==> src/rtl/cic_integ_decim.sv <==
// CIC integrator + decimator: wrapping signed accumulator, emits every 2^os_sel accepted samples.
// Latency: the R-th accepted sample appears on data_out one clk after it is accepted.
// No backpressure: every dout_valid strobe must be taken by the comb stage.
module cic_integ_decim #(
  parameter int IW   = 4,
  parameter int ACCW = 23,
  parameter int FW   = 2
) (
  input  logic            clk,
  input  logic            reset_n,
  input  logic [2:0]      os_sel,
  input  logic            din_valid,
  input  logic [IW-1:0]   din,
  output logic            dout_valid,
  output logic [ACCW-1:0] data_out,
  output logic [FW-1:0]   flag_out
);

  logic [ACCW-1:0] acc;
  logic [ACCW-1:0] acc_n;
  logic [ACCW-1:0] din_ext;
  logic [5:0]      cnt;
  logic [5:0]      r_m1;
  logic [2:0]      os_sel_q;
  logic [FW-1:0]   flag;
  logic [FW-1:0]   flag_n;
  logic            enabled;
  logic            changed;
  logic            accept;
  logic            ovf;
  logic            unf;
  logic            last;

  assign enabled = (os_sel != 3'd0) && (os_sel != 3'd7);
  assign changed = (os_sel != os_sel_q);
  assign accept  = din_valid && enabled && !changed;

  assign din_ext = {{(ACCW-IW){din[IW-1]}}, din};
  assign acc_n   = acc + din_ext;

  // Signed wrap: two same-sign operands producing the opposite sign.
  assign ovf = !acc[ACCW-1] && !din[IW-1] &&  acc_n[ACCW-1];
  assign unf =  acc[ACCW-1] &&  din[IW-1] && !acc_n[ACCW-1];

  // Next wrap flag: bit 1 records direction, bit 0 toggles once per wrap.
  always_comb begin
    flag_n = flag;
    if (ovf) begin
      flag_n = {1'b0, ~flag[0]};
    end else if (unf) begin
      flag_n = {1'b1, ~flag[0]};
    end
  end

  // Terminal count R-1 for the current decimation ratio; only used while enabled.
  always_comb begin
    r_m1 = 6'd0;
    case (os_sel)
      3'd1: r_m1 = 6'd1;
      3'd2: r_m1 = 6'd3;
      3'd3: r_m1 = 6'd7;
      3'd4: r_m1 = 6'd15;
      3'd5: r_m1 = 6'd31;
      3'd6: r_m1 = 6'd63;
      default: r_m1 = 6'd0;
    endcase
  end

  assign last = (cnt == r_m1);

  // Track the previous ratio select so a change can restart the frame.
  always_ff @(posedge clk or negedge reset_n) begin
    if (!reset_n) begin
      os_sel_q <= 3'd0;
    end else begin
      os_sel_q <= os_sel;
    end
  end

  // Integrate, count accepted samples and register the decimated output.
  always_ff @(posedge clk or negedge reset_n) begin
    if (!reset_n) begin
      acc        <= '0;
      cnt        <= 6'd0;
      flag       <= '0;
      data_out   <= '0;
      flag_out   <= '0;
      dout_valid <= 1'b0;
    end else if (!enabled) begin
      // Disabled: everything cleared, matching the comb stage's history clear.
      acc        <= '0;
      cnt        <= 6'd0;
      flag       <= '0;
      data_out   <= '0;
      flag_out   <= '0;
      dout_valid <= 1'b0;
    end else if (changed) begin
      // Ratio change: drop the partial frame, keep the last emitted output.
      acc        <= '0;
      cnt        <= 6'd0;
      flag       <= '0;
      dout_valid <= 1'b0;
    end else if (accept) begin
      acc  <= acc_n;
      flag <= flag_n;
      if (last) begin
        // Accumulator keeps running across emits; comb stage differences outputs.
        cnt        <= 6'd0;
        data_out   <= acc_n;
        flag_out   <= flag_n;
        dout_valid <= 1'b1;
      end else begin
        cnt        <= cnt + 6'd1;
        dout_valid <= 1'b0;
      end
    end else begin
      dout_valid <= 1'b0;
    end
  end

endmodule

==> config.mk <==
export PLATFORM = sky130hd
export DESIGN_NAME = cic_integ_decim
export DESIGN_NICKNAME = d
export VERILOG_FILES = /design/src/rtl/cic_integ_decim.sv
export SDC_FILE = /design/constraint.sdc
export NUM_CORES = 1
export LEC_CHECK = 0
export CORE_MARGIN = 10
export CORE_UTILIZATION = 50
export DETAILED_ROUTE_END_ITERATION = 8
export PLACE_DENSITY = 0.78
export SYNTH_ARGS = -nofsm -noshare
export SYNTH_HDL_FRONTEND = slang
export SYNTH_SLANG_ARGS = --single-unit
==> constraint.sdc <==
create_clock -name clk -period 2.4 [get_ports clk]
set_input_delay 0.6 -clock clk [delete_from_list [all_inputs] [get_ports clk]]
set_output_delay 0.6 -clock clk [all_outputs]
set_load 0.02 [all_outputs]
==> results of run 1 <==
[final cells by class]
class	count	area, sq um	area share [%]
Multi-Input combinational cell	341	2920	47.6
Inverter	20	77.6	1.26
Clock inverter	5	36.3	0.591
Clock buffer	11	141	2.30
Sequential cell	60	1500	24.5
Timing Repair Buffer	150	1330	21.7
Tap cell	102	128	2.08
[metrics by stage]
step	cell area, sq um	total power, mW	util [%]	instances
floorplan	4220	1.32	-	442
global placement	5370	1.52	68.4	654
CTS	5860	2.42	74.6	682
finish	6140	2.51	78.2	689
global route	6140	2.60	78.2	689
detailed placement	5370	1.54	68.4	654
[critical path, stage by stage, from the launching register on]
cell and delay [ps]:
dfrtp_1 420, ha_4 180, fa_2 360, a211oi_4 280, o21ai_2 100, or4b_4 220, nand3_4 70, a211o_1 320
nand3_2 120, mux2i_1 220, mux2_1 340
[per-layer routing]
metal  GRT usage (%)  vias to the layer above
met5               0                        -
met3            3.57                       62
met2            36.2                      210
met1            22.8                     2085
met4            8.29                        0
li1                -                     1885
[cell usage after synthesis (all sizes together), types with 4 or more instances]
| cell type | number | area, sq um |
|---|---|---|
| o22ai | 5 | 31.3 |
| xnor2 | 9 | 78.8 |
| nand2 | 26 | 97.6 |
| a211oi | 8 | 70.1 |
| nor3b | 5 | 42.5 |
| inv | 20 | 75.1 |
| ha | 25 | 313 |
| o31ai | 5 | 37.5 |
| and3 | 9 | 62.6 |
| dfrtp | 60 | 1500 |
| a21o | 19 | 144 |
| clkbuf | 8 | 30.0 |
| nor2 | 36 | 135 |
| buf | 13 | 92.6 |
| mux2i | 14 | 140 |
| nand3b | 6 | 45.0 |
| nand3 | 32 | 183 |
| o21a | 5 | 37.5 |
| o311ai | 4 | 35.0 |
| nor3 | 4 | 20.0 |
| o21ai | 29 | 149 |
| nor2b | 9 | 56.3 |
| nand2b | 14 | 87.6 |
| xor2 | 9 | 78.8 |
| a21oi | 22 | 133 |
[timing repair]
| item | CTS | global route |
|---|---|---|
| setup endpoints to repair | 43 | 49 |
| pin swaps | 36 | 42 |
| resized for setup | 57 | 43 |
| setup buffers | 12 | 11 |
| gates cloned | 1 | 0 |
[cells by family after synthesis]
kind of cell	share of synthesized area (%)
and+or+nand+nor	22.1
adders and majority gates	8.10
buffers and inverters	4.81
DFF	36.6
xor gates and xnor gates	3.84
AOI/OAI and AO/OA	20.6
muxes	3.96
[worst max path at each step]
stage	slack, ps	depth (start not counted)	endpoint	startpoint
detailed placement	-1070	11	flag[0]$_DFFE_PN0P_	din[3]
floorplan	-330	10	flag[0]$_DFFE_PN0P_	din[0]
finish	-360	10	flag[0]$_DFFE_PN0P_	acc[0]$_DFFE_PN0P_
global route	-460	10	flag[0]$_DFFE_PN0P_	acc[0]$_DFFE_PN0P_
global placement	-940	11	flag[0]$_DFFE_PN0P_	din[3]
CTS	-410	10	flag[0]$_DFFE_PN0P_	acc[0]$_DFFE_PN0P_
[report_power, final]
part,switching [mW],internal (mW),leakage (nW)
sequential,0.0144,1.03,0.829
clock,0.462,0.405,0.0820
combinational,0.324,0.281,2.08
total,0.801,1.71,2.99
[sequential cells by signal, summed over array words and instances (netlist names)]
| name | count |
|---|---|
| os_sel_q | 3 |
| data_out | 23 |
| flag_out | 2 |
| acc | 23 |
| flag | 2 |
| cnt | 6 |
| dout_valid | 1 |
==> impl_metrics.ini, run 1 <==
[synthesis]
ys_ff_latch = 60
synth_seq_area_share_pct = 36.6
synth.distinct_cells = 76
synth_warnings = 0
avgSynthCellArea_sq_um = 9.29
synth_edf_count = 0
ys.flop_type = dfrtp_1
synth.cell_area_sq_mm = 0.00411
synth_nets = 478
synth-async-reset-ratio_pct = 100
netlist_instances = 442

[sta]
fmax_mhz = 362
fin_worst_hold_slack_ps = 253
relSlewSlack_pct = 58.4
fin_setup_tns_ps = -5870
fin_crit_ps = 2760
fin_crit_sh_pct = 115
worstMarginPinSlew_ps = 625
fin_skew_ps = 10.7
setup_viol = 31
rsz0062_at_grt = true
report.final.slew_viol_count = 0
layout_setup_ws_ps = -365
hold_viol_final = 0

[run]
maxCapViolations = 0

[drt]
drtIter0Drc = 332
maxUsedRoutingLayer = met4
wl_met3_um = 882
drt-wirelength-per-cell_um = 20.6
vias_per_cell = 6.16
ant_nets = 0
wl_met2_um = 7350
wl_met1_um = 5410
wirelength_um = 14200
vias = 4242
drcViolationCount = 0
drt_pass1_iterations = 5

[min_path]
min_path_type = in2async

[floorplan]
core_area_sq_mm = 0.00785
start_util_pct = 52.3
io_pins = 36
die_x_um = 111
die_h_um = 111
die-area_sq_mm = 0.0122
core.rowCount = 32

[placement]
io_buffer_count = 35
place.gp.congestion = 0.828
pre_cts_slack_ps = -1070
hpwl_um = 7950

[global_routing]
antenna_found_initial = 0
grt_max_degree = 33
grt_pass1_wl_um = 20800
grt_usage_pct = 20.1
grt_overflow = 0
first_global_vias = 4229

[outcome]
failed_checks = setup timing
outcome = finished with violations

[layout]
drive_above_1_share_pct = 36.5
num_antenna_cells = 0
final_common_cell = buf_4
nets = 618
n_fill_cell = 433
final_cell_mix = 97 x buf_4, 60 x dfrtp_1, 33 x nor2_1
area_growth_syn_to_layout_pct = 49.5

[power_and_ir_drop]
p_leak_nw = 2.99
vdd.ir_drop.worst_mv = 0.308
p_per_area_mw_per_mm2 = 409

[cts]
cts.path.max_buffers = 2
root_buffer = clkbuf_8
clk_pin_slew_worst_paths_ps = 80
cts_tree = built
cts_inserted_buffers = 9
cts.htree.levels = 3
clkSinkCount = 60
hold_buffers = 0
clk_latency_ps = 360

[critical_path]
critPathArrivalTime_ps = 3000
r2r-start = acc[0]$_DFFE_PN0P_
crit_type = reg2reg
start_kind = register
cp_max_fo = 2
worstSetupEndpointType = register
r2r_setup_slack_ps = -360
ff2ff_path_depth = 10
required_ps = 2630
rr_endpoint = flag[0]$_DFFE_PN0P_
Note: power is estimated with default switching activity, not from simulation.
==> run 2, diff against run 1 <==
==> constraint.sdc (replaced) <==
create_clock -name clk -period 2.4 [get_ports clk]
set_input_delay 0.6 -clock clk [delete_from_list [all_inputs] [get_ports clk]]
set_output_delay 0.6 -clock clk [all_outputs]
set_load 0.1 [all_outputs]
==> impl_metrics.ini, run 2 (synthesized netlist as in run 1, its figures left out) <==
[power_and_ir_drop]
total_power_mw = 2.90
p_per_area_mw_per_mm2 = 472
p_leak_nw = 3.05
vdd.ir_drop.worst_mv = 0.510

[min_path]
min_path_type = in2async

[placement]
dpl_cell_area_sq_mm = 0.00531
hpwl_um = 7980
place.gp.congestion = 0.859
io_buffer_count = 35

[sta]
fin_worst_hold_slack_ps = 267
layout_setup_ws_ps = -374
fin_skew_ps = 12.3
fin_crit_ps = 2770
worstMarginPinSlew_ps = 695
report.final.slew_viol_count = 0
hold_viol_final = 0
rsz0062_at_grt = true
fmax_mhz = 360
setup_viol = 27
fin_crit_sh_pct = 116
relSlewSlack_pct = 53.1
fin_setup_tns_ps = -3880

[floorplan]
die-area_sq_mm = 0.0122
die_x_um = 111
core.rowCount = 32
core_area_sq_mm = 0.00785
die_h_um = 111
io_pins = 36
start_util_pct = 52.3

[layout]
final_cell_mix = 122 x buf_4, 60 x dfrtp_1, 32 x nor2_1
num_antenna_cells = 0
drive_above_1_share_pct = 41.0
area_growth_syn_to_layout_pct = 49.6
final_common_cell = buf_4
final_util_pct = 78.3
nets = 617
reg.largest.list = acc (23), data_out (23), cnt (6)
post-route-cell-area_sq_mm = 0.00614

[global_routing]
grt_pass1_wl_um = 21600
first_global_vias = 4378
antenna_found_initial = 0
grt_max_degree = 44
grt_usage_pct = 20.9
grt_overflow = 0

[cts]
clkSinkCount = 60
cts_inserted_buffers = 9
clk_latency_ps = 360
cts.htree.levels = 3
root_buffer = clkbuf_8
cts_tree = built
cts.path.max_buffers = 2
clk_pin_slew_worst_paths_ps = 70

[critical_path]
cp_max_fo = 8
crit_type = in2reg
required_ps = 2640
worstSetupEndpointType = register
critPathArrivalTime_ps = 3010
start_kind = input port

[run]
maxCapViolations = 0

[drt]
wirelength_um = 15000
drt_pass1_iterations = 5
drt-wirelength-per-cell_um = 21.7
drcViolationCount = 0
vias_per_cell = 6.26
ant_nets = 0
vias = 4307
drtIter0Drc = 429

[outcome]
outcome = finished with violations
failed_checks = setup timing
## run 2: changes by cell type in the layout (fill, tap and decap cells not counted), moves of 3 or more
cell	before	now
clkinvlp_4	3	0
clkbuf_8	10	13
buf_4	97	122
clkdlybuf4s50_1	27	1
bufinv_16	0	3
## run 2: what timing repair did
action	in CTS	in global routing
endpoints found under the hold margin	0	0
pin swaps	49	45
setup buffers	16	13
setup endpoints to repair	43	49
cloned	1	0
gates resized for setup	66	35
hold buffers	0	0
## run 2: area by class of cell
class / instances / area, sq um
clock inverter: 3 / 90.1
sequential: 60 / 1500
multi-input combinational: 341 / 2900
fill: 439 / 1700
clock buffer: 13 / 179
tap: 102 / 128
timing repair buffer: 149 / 1270
inverter: 20 / 77.6
## run 2: metrics by stage
step / std cells / setup slack [ps]
floorplan: 442 / -332
global placement: 655 / -940
global route: 688 / -430
finish: 688 / -374
detailed placement: 655 / -1040
CTS: 682 / -336
## run 2: where the power goes
| part | internal [mW] | switching (mW) |
|---|---|---|
| Sequential | 1.03 | 0.0155 |
| Clock | 0.804 | 0.432 |
| Combinational | 0.282 | 0.344 |
## run 2: path summary, 6_finish.rpt
| path | from | end | slack [ps] | cells past startpoint |
|---|---|---|---|---|
| worst min register to register | flag_out[1]$_DFFE_PN0P_ | flag_out[1]$_DFFE_PN0P_ | 500 | 2 |
| worst max register to register | acc[0]$_DFFE_PN0P_ | flag[0]$_DFFE_PN0P_ | -370 | 10 |
| min in group clk | flag_out[1]$_DFFE_PN0P_ | flag_out[1]$_DFFE_PN0P_ | 500 | 2 |
| max in group asynchronous | reset_n | acc[17]$_DFFE_PN0P_ | 1810 | 2 |
| worst max-delay path | din[3] | flag[0]$_DFFE_PN0P_ | -370 | 11 |
| worst min-delay path | reset_n | data_out[12]$_DFFE_PN0P_ | 270 | 2 |
## run 2: critical path, stage by stage
cell and delay, ps:
buf_8 110, buf_12 150, ha_4 240, a21o_1 190
a21o_1 250, nor4b_4 360, nand3_4 120, a211o_1 300
nand3_2 110, mux2i_1 230, mux2_1 340
## run 2: metal layers
| layer | global-route usage (%) | wire length [um] |
|---|---|---|
| met3 | 5.08 | 1070 |
| met1 | 23.5 | 5670 |
| met2 | 36.2 | 7530 |
| met4 | 10.0 | 691 |
| met5 | 0 | 0 |
